[src/rtl/recip_result_reader.sv]
// Consumer end of the TDC result handshake: latches one coarse/fine result, acknowledges it,
// and streams it out as a framed byte sequence SYNC, coarse (MSB first), fine, checksum.
module recip_result_reader #(
   parameter int unsigned COARSE_WIDTH    = 24,
   parameter int unsigned FINE_WIDTH      = 8,
   parameter logic [7:0]  SYNC_BYTE       = 8'hA5,
   parameter int unsigned FRAME_CNT_WIDTH = 16
) (
   input  logic                       clk_fast,
   input  logic                       rst_n,
   input  logic                       tdc_valid_fast,
   output logic                       tdc_ack_fast,
   input  logic [COARSE_WIDTH-1:0]    tdc_coarse_fast,
   input  logic [FINE_WIDTH-1:0]      tdc_fine_raw_fast,
   output logic [7:0]                 tx_data,
   output logic                       tx_valid,
   input  logic                       tx_ready,
   output logic                       busy,
   output logic [FRAME_CNT_WIDTH-1:0] frame_count
);

   localparam int unsigned NB    = (COARSE_WIDTH + 7) / 8;
   localparam int unsigned CW    = 8 * NB;
   localparam int unsigned IDX_W = 3;
   localparam logic [IDX_W-1:0] LAST_IDX = IDX_W'(NB + 2);

   typedef enum logic {S_IDLE, S_SEND} state_t;

   state_t                     state_q, state_d;
   logic [IDX_W-1:0]           idx_q, idx_d;
   logic [CW-1:0]              coarse_q, coarse_d;
   logic [7:0]                 fine_q, fine_d;
   logic [7:0]                 chk_q, chk_d;
   logic                       ack_q, ack_d;
   logic [7:0]                 tx_data_q, tx_data_d;
   logic [FRAME_CNT_WIDTH-1:0] frame_count_q, frame_count_d;
   logic [CW-1:0]              coarse_in;
   logic [7:0]                 fine_in;

   function automatic logic [7:0] frame_chk(input logic [CW-1:0] c, input logic [7:0] f);
      logic [7:0] s;
      s = f;
      for (int i = 0; i < int'(NB); i++) s = s + c[8*i +: 8];
      return s;
   endfunction

   // Byte index 0 is SYNC, 1..NB the coarse bytes MSB first, NB+1 fine, NB+2 checksum.
   function automatic logic [7:0] byte_sel(input logic [IDX_W-1:0] idx, input logic [CW-1:0] c,
                                           input logic [7:0] f, input logic [7:0] chk);
      int k;
      logic [7:0] r;
      k = int'(idx);
      if (k == 0)                 r = SYNC_BYTE;
      else if (k <= int'(NB))     r = c[8*(int'(NB)-k) +: 8];
      else if (k == int'(NB) + 1) r = f;
      else                        r = chk;
      return r;
   endfunction

   assign coarse_in = CW'(tdc_coarse_fast);
   assign fine_in   = 8'(tdc_fine_raw_fast);

   always_comb begin
      state_d       = state_q;
      idx_d         = idx_q;
      coarse_d      = coarse_q;
      fine_d        = fine_q;
      chk_d         = chk_q;
      ack_d         = 1'b0;
      tx_data_d     = tx_data_q;
      frame_count_d = frame_count_q;
      case (state_q)
         S_IDLE: begin
            // The !ack term keeps a producer's stale valid from being taken twice.
            if (tdc_valid_fast && !ack_q) begin
               coarse_d  = coarse_in;
               fine_d    = fine_in;
               chk_d     = frame_chk(coarse_in, fine_in);
               ack_d     = 1'b1;
               tx_data_d = SYNC_BYTE;
               idx_d     = '0;
               state_d   = S_SEND;
            end
         end
         S_SEND: begin
            if (tx_ready) begin
               if (idx_q == LAST_IDX) begin
                  state_d       = S_IDLE;
                  tx_data_d     = 8'h00;
                  frame_count_d = frame_count_q + 1'b1;
               end else begin
                  idx_d     = idx_q + 1'b1;
                  tx_data_d = byte_sel(idx_q + 1'b1, coarse_q, fine_q, chk_q);
               end
            end
         end
         default: state_d = S_IDLE;
      endcase
   end

   always_ff @(posedge clk_fast or negedge rst_n) begin
      if (!rst_n) begin
         state_q       <= S_IDLE;
         idx_q         <= '0;
         coarse_q      <= '0;
         fine_q        <= '0;
         chk_q         <= '0;
         ack_q         <= 1'b0;
         tx_data_q     <= '0;
         frame_count_q <= '0;
      end else begin
         state_q       <= state_d;
         idx_q         <= idx_d;
         coarse_q      <= coarse_d;
         fine_q        <= fine_d;
         chk_q         <= chk_d;
         ack_q         <= ack_d;
         tx_data_q     <= tx_data_d;
         frame_count_q <= frame_count_d;
      end
   end

   assign tdc_ack_fast = ack_q;
   assign tx_data      = tx_data_q;
   assign tx_valid     = (state_q == S_SEND);
   assign busy         = (state_q == S_SEND);
   assign frame_count  = frame_count_q;

endmodule

[config.mk]
export PLATFORM = sky130hd
export DESIGN_NAME = recip_result_reader
export DESIGN_NICKNAME = d
export VERILOG_FILES = /design/src/rtl/recip_result_reader.sv
export SDC_FILE = /design/constraint.sdc
export NUM_CORES = 1
export LEC_CHECK = 0
export ABC_AREA = 1
export CAP_MARGIN = 40
export CORE_ASPECT_RATIO = 0.9
export CORE_MARGIN = 1.5
export CORE_UTILIZATION = 55
export CTS_BUF_LIST = sky130_fd_sc_hd__clkbuf_8
export CTS_CLUSTER_DIAMETER = 120
export DETAILED_ROUTE_END_ITERATION = 6
export HOLD_SLACK_MARGIN = 0.02
export PLACE_DENSITY = 0.92
export RECOVER_POWER = 50
export SLEW_MARGIN = 20
export SYNTH_ARGS = -nofsm -noshare
export SYNTH_HDL_FRONTEND = slang
export SYNTH_SLANG_ARGS = --single-unit
[constraint.sdc]
create_clock -name clk_fast -period 3.31 [get_ports clk_fast]
set_input_delay 0.662 -clock clk_fast [delete_from_list [all_inputs] [get_ports clk_fast]]
set_output_delay 0.662 -clock clk_fast [all_outputs]
set_load 0.02 [all_outputs]
After elaboration in Yosys (flattened, before gate mapping)
Cells that the tools add are included.
Storage, ports and cells
  word-level logic and storage cells: 45
  register bits: 69
  input bits: 36
Operators by class
  bitwise operators: 1
  reductions and logical operators: 7
  eq/ne operators: 5
  magnitude comparators: 1
  shifts and indexed selects: 1
  mux-type cells: 16
  add/sub/neg operators: 6
Operators by type and width (number)
  8-bit two-way mux: 6
  8-bit adder: 3
  24-bit by 7-bit variable part select with 8-bit output: 1
  16-bit by 1-bit adder with 16-bit output (second input constant): 1
  8-bit one-hot mux with 2 select lines: 1
  3-bit two-way mux: 3
  3-bit equality test (second input constant): 2
  2-bit inequality test (second input constant): 3
  3-bit one-hot mux with 2 select lines: 1
  3-bit AND reduction: 2
  1-bit two-way mux: 4
  2-bit AND reduction: 2
  2-bit by 3-bit subtractor with 4-bit output (first input constant): 1
  3-bit by 1-bit adder with 3-bit output (second input constant): 1
  3-bit by 2-bit less-or-equal comparator with 1-bit output (second input constant): 1
  3-bit zero test: 1
  1-bit one-hot mux with 2 select lines: 1
  1-bit logical AND: 1
  1-bit zero test: 1
  1-bit inverter: 1

Depth between registers and ports, before layout
Gate-level depths: netlist (run 1).
  depth after elaboration: 8
  gate-level depth with buffers: 14
  gate-level depth less buffers: 14

Least setup slack after synthesis (run 1)
No wires, ideal clock.
  path type: input to register
  from: input tdc_coarse_fast[1]
  to: register chk_q[7]
  data arrival time: 2.818 ns
  cell stages on the path: 13
  path slack: 0.375 ns
  cell sequence: inv_1 -> fa_1 -> inv_1 -> fa_1 -> ha_1 -> inv_1 -> fa_1 -> nor3_1 -> nor2_1 -> inv_1 -> nand2_1 -> nand3_1 -> nand2_1
On the way
  word-level cells in the longest chain between the ends: 3
Ends and longest elaborated chain
  from (decl): RTL line 13  | input logic [COARSE_WIDTH-1:0] tdc_coarse_fast,
  8-bit adder (3 in series): RTL line 43  | for (int i = 0; i < int'(NB); i++) s = s + c[8*i +: 8];
  to (signal assigned): RTL line 116  | chk_q <= chk_d;
  to (decl): RTL line 33  | logic [7:0] chk_q, chk_d;
Every way passes these cells.
A chain may end at the register's enable or synchronous reset.

Final worst setup path (run 1)
  from: input tdc_coarse_fast[1]
  to: register chk_q[5]
Same word-level chain as after synthesis.

==> results of run 1 <==
worst max-delay path by stage:
stage / endpoint / slack, ns / cells past startpoint
finish: chk_q[5]$_DFFE_PN0P_ / 0.12 / 11
global route: chk_q[7]$_DFFE_PN0P_ / 0.02 / 14
CTS: chk_q[7]$_DFFE_PN0P_ / 0.11 / 14
detailed placement: chk_q[7]$_DFFE_PN0P_ / -0.24 / 14
global placement: chk_q[7]$_DFFE_PN0P_ / -0.21 / 14
floorplan: chk_q[7]$_DFFE_PN0P_ / 0.37 / 13
routing by layer:
metal,global-route usage,vias up,part of all wire
met3,0.06922,26,0.079
met1,0.3438,1652,0.41
met5,0,-,0
met4,0.08127,0,0.021
li1,-,1689,-
met2,0.4532,159,0.49
flip-flops by register name, indices dropped and copies added, names as in the netlist:
signal        cells
frame_count      16
fine_q            8
idx_q             3
coarse_q         24
tdc_ack_fast      1
busy              1
tx_data           8
chk_q             8
power groups by stage:
| stage | Combinational (mW) | Sequential (mW) | Clock (mW) |
|---|---|---|---|
| floorplan | 1.05 | 1.51 | 0 |
| global placement | 1.70 | 1.44 | 0 |
| detailed placement | 1.76 | 1.46 | 0 |
| CTS | 1.79 | 1.45 | 0.716 |
| global route | 2.00 | 1.49 | 0.762 |
| finish | 1.78 | 1.46 | 0.712 |
critical path: cells and delay by family:
family          cells  cell delay [ns]
buf+inv             4             0.67
fa+ha+maj           4             1.65
xor+xnor            1             0.13
compound gates      2             0.29
kinds of logic (layout without fill, tap and decap cells):
family          after synthesis  count (layout)  share of synthesized area
flops                        69              69                     0.4334
simple gates                220             220                     0.2384
fa+ha+maj                    26              26                     0.1080
compound gates               73              73                    0.09862
buf+inv                      95             166                    0.09296
xor+xnor                     13              13                    0.02858
layout by cell type, fill, tap and decap left out, types with 11 or more instances in the layout:
master,netlist,layout
nor2_1,14,15
nand3_1,26,26
dfrtp_1,69,69
nand2_1,156,156
fa_1,14,14
o21ai_0,35,41
clkdlybuf4s50_1,0,61
o21ai_1,17,11
inv_1,76,76
ha_1,12,12
stage by stage:
stage	util	cell area [sq um]	worst slack [ns]	TNS (ns)	std cells
global route	0.6945	4888	0.01976	0	660
finish	0.6945	4888	0.1223	0	660
floorplan	-	3984	0.3745	0	496
CTS	0.6975	4910	0.1129	0	659
detailed placement	0.6683	4705	-0.2449	-0.6303	643
global placement	0.6683	4705	-0.2093	-0.5025	643
repair_timing:
action,CTS,global route
resized for setup,0,1
endpoints found under the setup margin,0,1
hold buffers,0,0
final cells by class:
class	count	area [sq um]
clock buffers	9	123.9
clock inverters	7	81.33
fillers	536	2151
inverters	80	300.3
multi-input cells	332	1871
flip-flops and latches	69	1727
well taps	93	116.4
repair buffers	70	669.4
synth_stat cells:
cell type	count	area, sq um
a21oi_1	8	40.04
nor2_8	1	20.02
nor3b_1	2	15.01
o211ai_1	7	52.55
clkbuf_1	6	22.52
nand4_1	5	31.28
fa_1	14	280.3
nor2_2	4	25.02
inv_1	76	285.3
inv_2	4	15.01
nand2_2	2	12.51
a21o_1	1	7.510
xor2_1	8	70.07
nand3_2	2	20.02
buf_2	8	40.04
nor3_2	1	10.01
o22ai_1	4	25.02
nor2_4	1	11.26
nand3_1	26	130.1
nand2_4	1	11.26
nor2_1	14	52.55
ha_1	12	150.1
nor3_1	5	25.02
xnor2_1	5	43.79
o21ai_0	35	175.2
o21ai_1	17	85.08
nand2_1	156	585.6
o21bai_1	1	7.510
dfrtp_1	69	1727
buf_4	1	7.510
==> run_results.csv, run 1 <==
group,metric,value,unit
detailed_routing,viasPerCell,5.342,
timing,slew_viol_final,30,
power_and_ir_drop,p_leak,2.442,nW
detailed_routing,drt_iter0_markers,273,
logic_synthesis,syn_inst,496,
die,ios,63,
die,die_area,7764,sq um
min_path,hp-class,"flop to flop",
die,start_util,0.5659,
detailed_routing,drtAntennaViolNets,0,
logic_synthesis,avgSynthCellArea,8.032,sq um
global_route,overflow,0,
logic_synthesis,ys_ff_latch,69,
die,die_x,92.71,microns
logic_synthesis,syn_area,3984,sq um
job,maxCapViolations,1,
worst_setup_path,timing.rr.start,"idx_q[0]$_DFFE_PN0P_",
timing,rsz0062_at_grt,"no",
logic_synthesis,synthDistinctLibCells,30,
power_and_ir_drop,peakVddDrop,0.3775,mV
detailed_routing,dr.pass1.iters,5,
placed_design,gp_congestion,0.8871,
cells_and_area,area_growth,22.71,%
power_and_ir_drop,power.total,3.951,mW
global_route,grt_pass1_wl,16340,microns
die,num_rows,29,
global_route,grt_max_degree,70,
placed_design,io_buffers,62,
clocking,clkSlewWorstSetupHoldPaths,0.08,ns
worst_setup_path,slowest_delay,0.55,ns
timing,max-slew-margin-rel,-0.03436,
worst_setup_path,worstReg2RegEnd,"frame_count[12]$_DFFE_PN0P_",
cells_and_area,diodes,0,
global_route,antenna_found_initial,0,
power_and_ir_drop,combPwrFrac,0.451,
logic_synthesis,ys_seq_area_frac,0.4334,
clocking,htree_levels,3,
clocking,cts.sinks,69,
detailed_routing,wl,9499,microns
worst_setup_path,crit_path_start,"tdc_coarse_fast[1]",
worst_setup_path,slowest_stage,"fa_1",
worst_setup_path,critPathRequiredTime,3.51,ns
worst_setup_path,end_kind,"flop",
min_path,holdPathStages,2,
timing,min_period,3.188,ns
status,status,"complete, but fails checks",
worst_setup_path,crit_type,"primary input to flop",
global_route,track_usage,0.2699,
worst_setup_path,reg2reg_depth,8,
detailed_routing,route.detailed.drc,0,
worst_setup_path,cp_cell_sequence,"clkdlybuf4s50_1, inv_1, fa_1, inv_1, fa_1, ha_1, inv_1, fa_1, o21bai_1, xnor2_1, o21ai_0",
worst_setup_path,cp.arrival,3.39,ns
worst_setup_path,cp-start-kind,"primary input",
global_route,grt_pass1_vias,3513,
power_and_ir_drop,power_density,808.2,nW/um^2
clocking,cts_root_buf,"clkbuf_8",
cells_and_area,drive_above_1_share,0.06878,
clocking,cts_made_buffers,9,
cells_and_area,fin_nets,624,
die,fp.dieH,83.74,microns
timing,finalHoldViolCount,0,
min_path,hold_path_end,"chk_q[0]$_DFFE_PN0P_",
power_and_ir_drop,power_frac_seq,0.369,
clocking,clock_path_buffers,2,
clocking,tritoncts,"done",
logic_synthesis,synth_fp_nets,558,
die,coreArea,7039,sq um
logic_synthesis,yosysWarnings,0,
placed_design,hpwl,6936,microns
detailed_routing,vias,3526,
worst_setup_path,ff2ff_setup_slack,0.73,ns
detailed_routing,routedWlPerCell,14.39,microns
timing,setup_viol_count_final,0,
clocking,clock_latency,0.36,ns
worst_setup_path,crit_path_max_fanout,3,
timing,fmax,313.7,MHz
power_and_ir_drop,swShare,0.4270,
timing,finalCritPeriodShare,0.9630,
power_and_ir_drop,internal_power,2.264,mW
power_and_ir_drop,clkPwrFrac,0.180,
timing,whs,0.4860,ns
timing,worstMarginPinSlew,1.552,ns
timing,skew,0.01346,ns
power_and_ir_drop,switching_power,1.687,mW
clocking,cts_setup_buffers,0,
status,violations,"capacitance limit, slew limit",
min_path,min_from,"chk_q[0]$_DFFE_PN0P_",
Power figures use the tool's default switching activity.
==> run 2: changes to the inputs <==
--- a/config.mk
+++ b/config.mk
@@ -20,3 +20,4 @@
 export SYNTH_ARGS = -nofsm -noshare
 export SYNTH_HDL_FRONTEND = slang
 export SYNTH_SLANG_ARGS = --single-unit
+export TNS_END_PERCENT = 5
==> results of run 2 <==
Same layout as run 1: the final DEF is identical, and so are final timing and power.
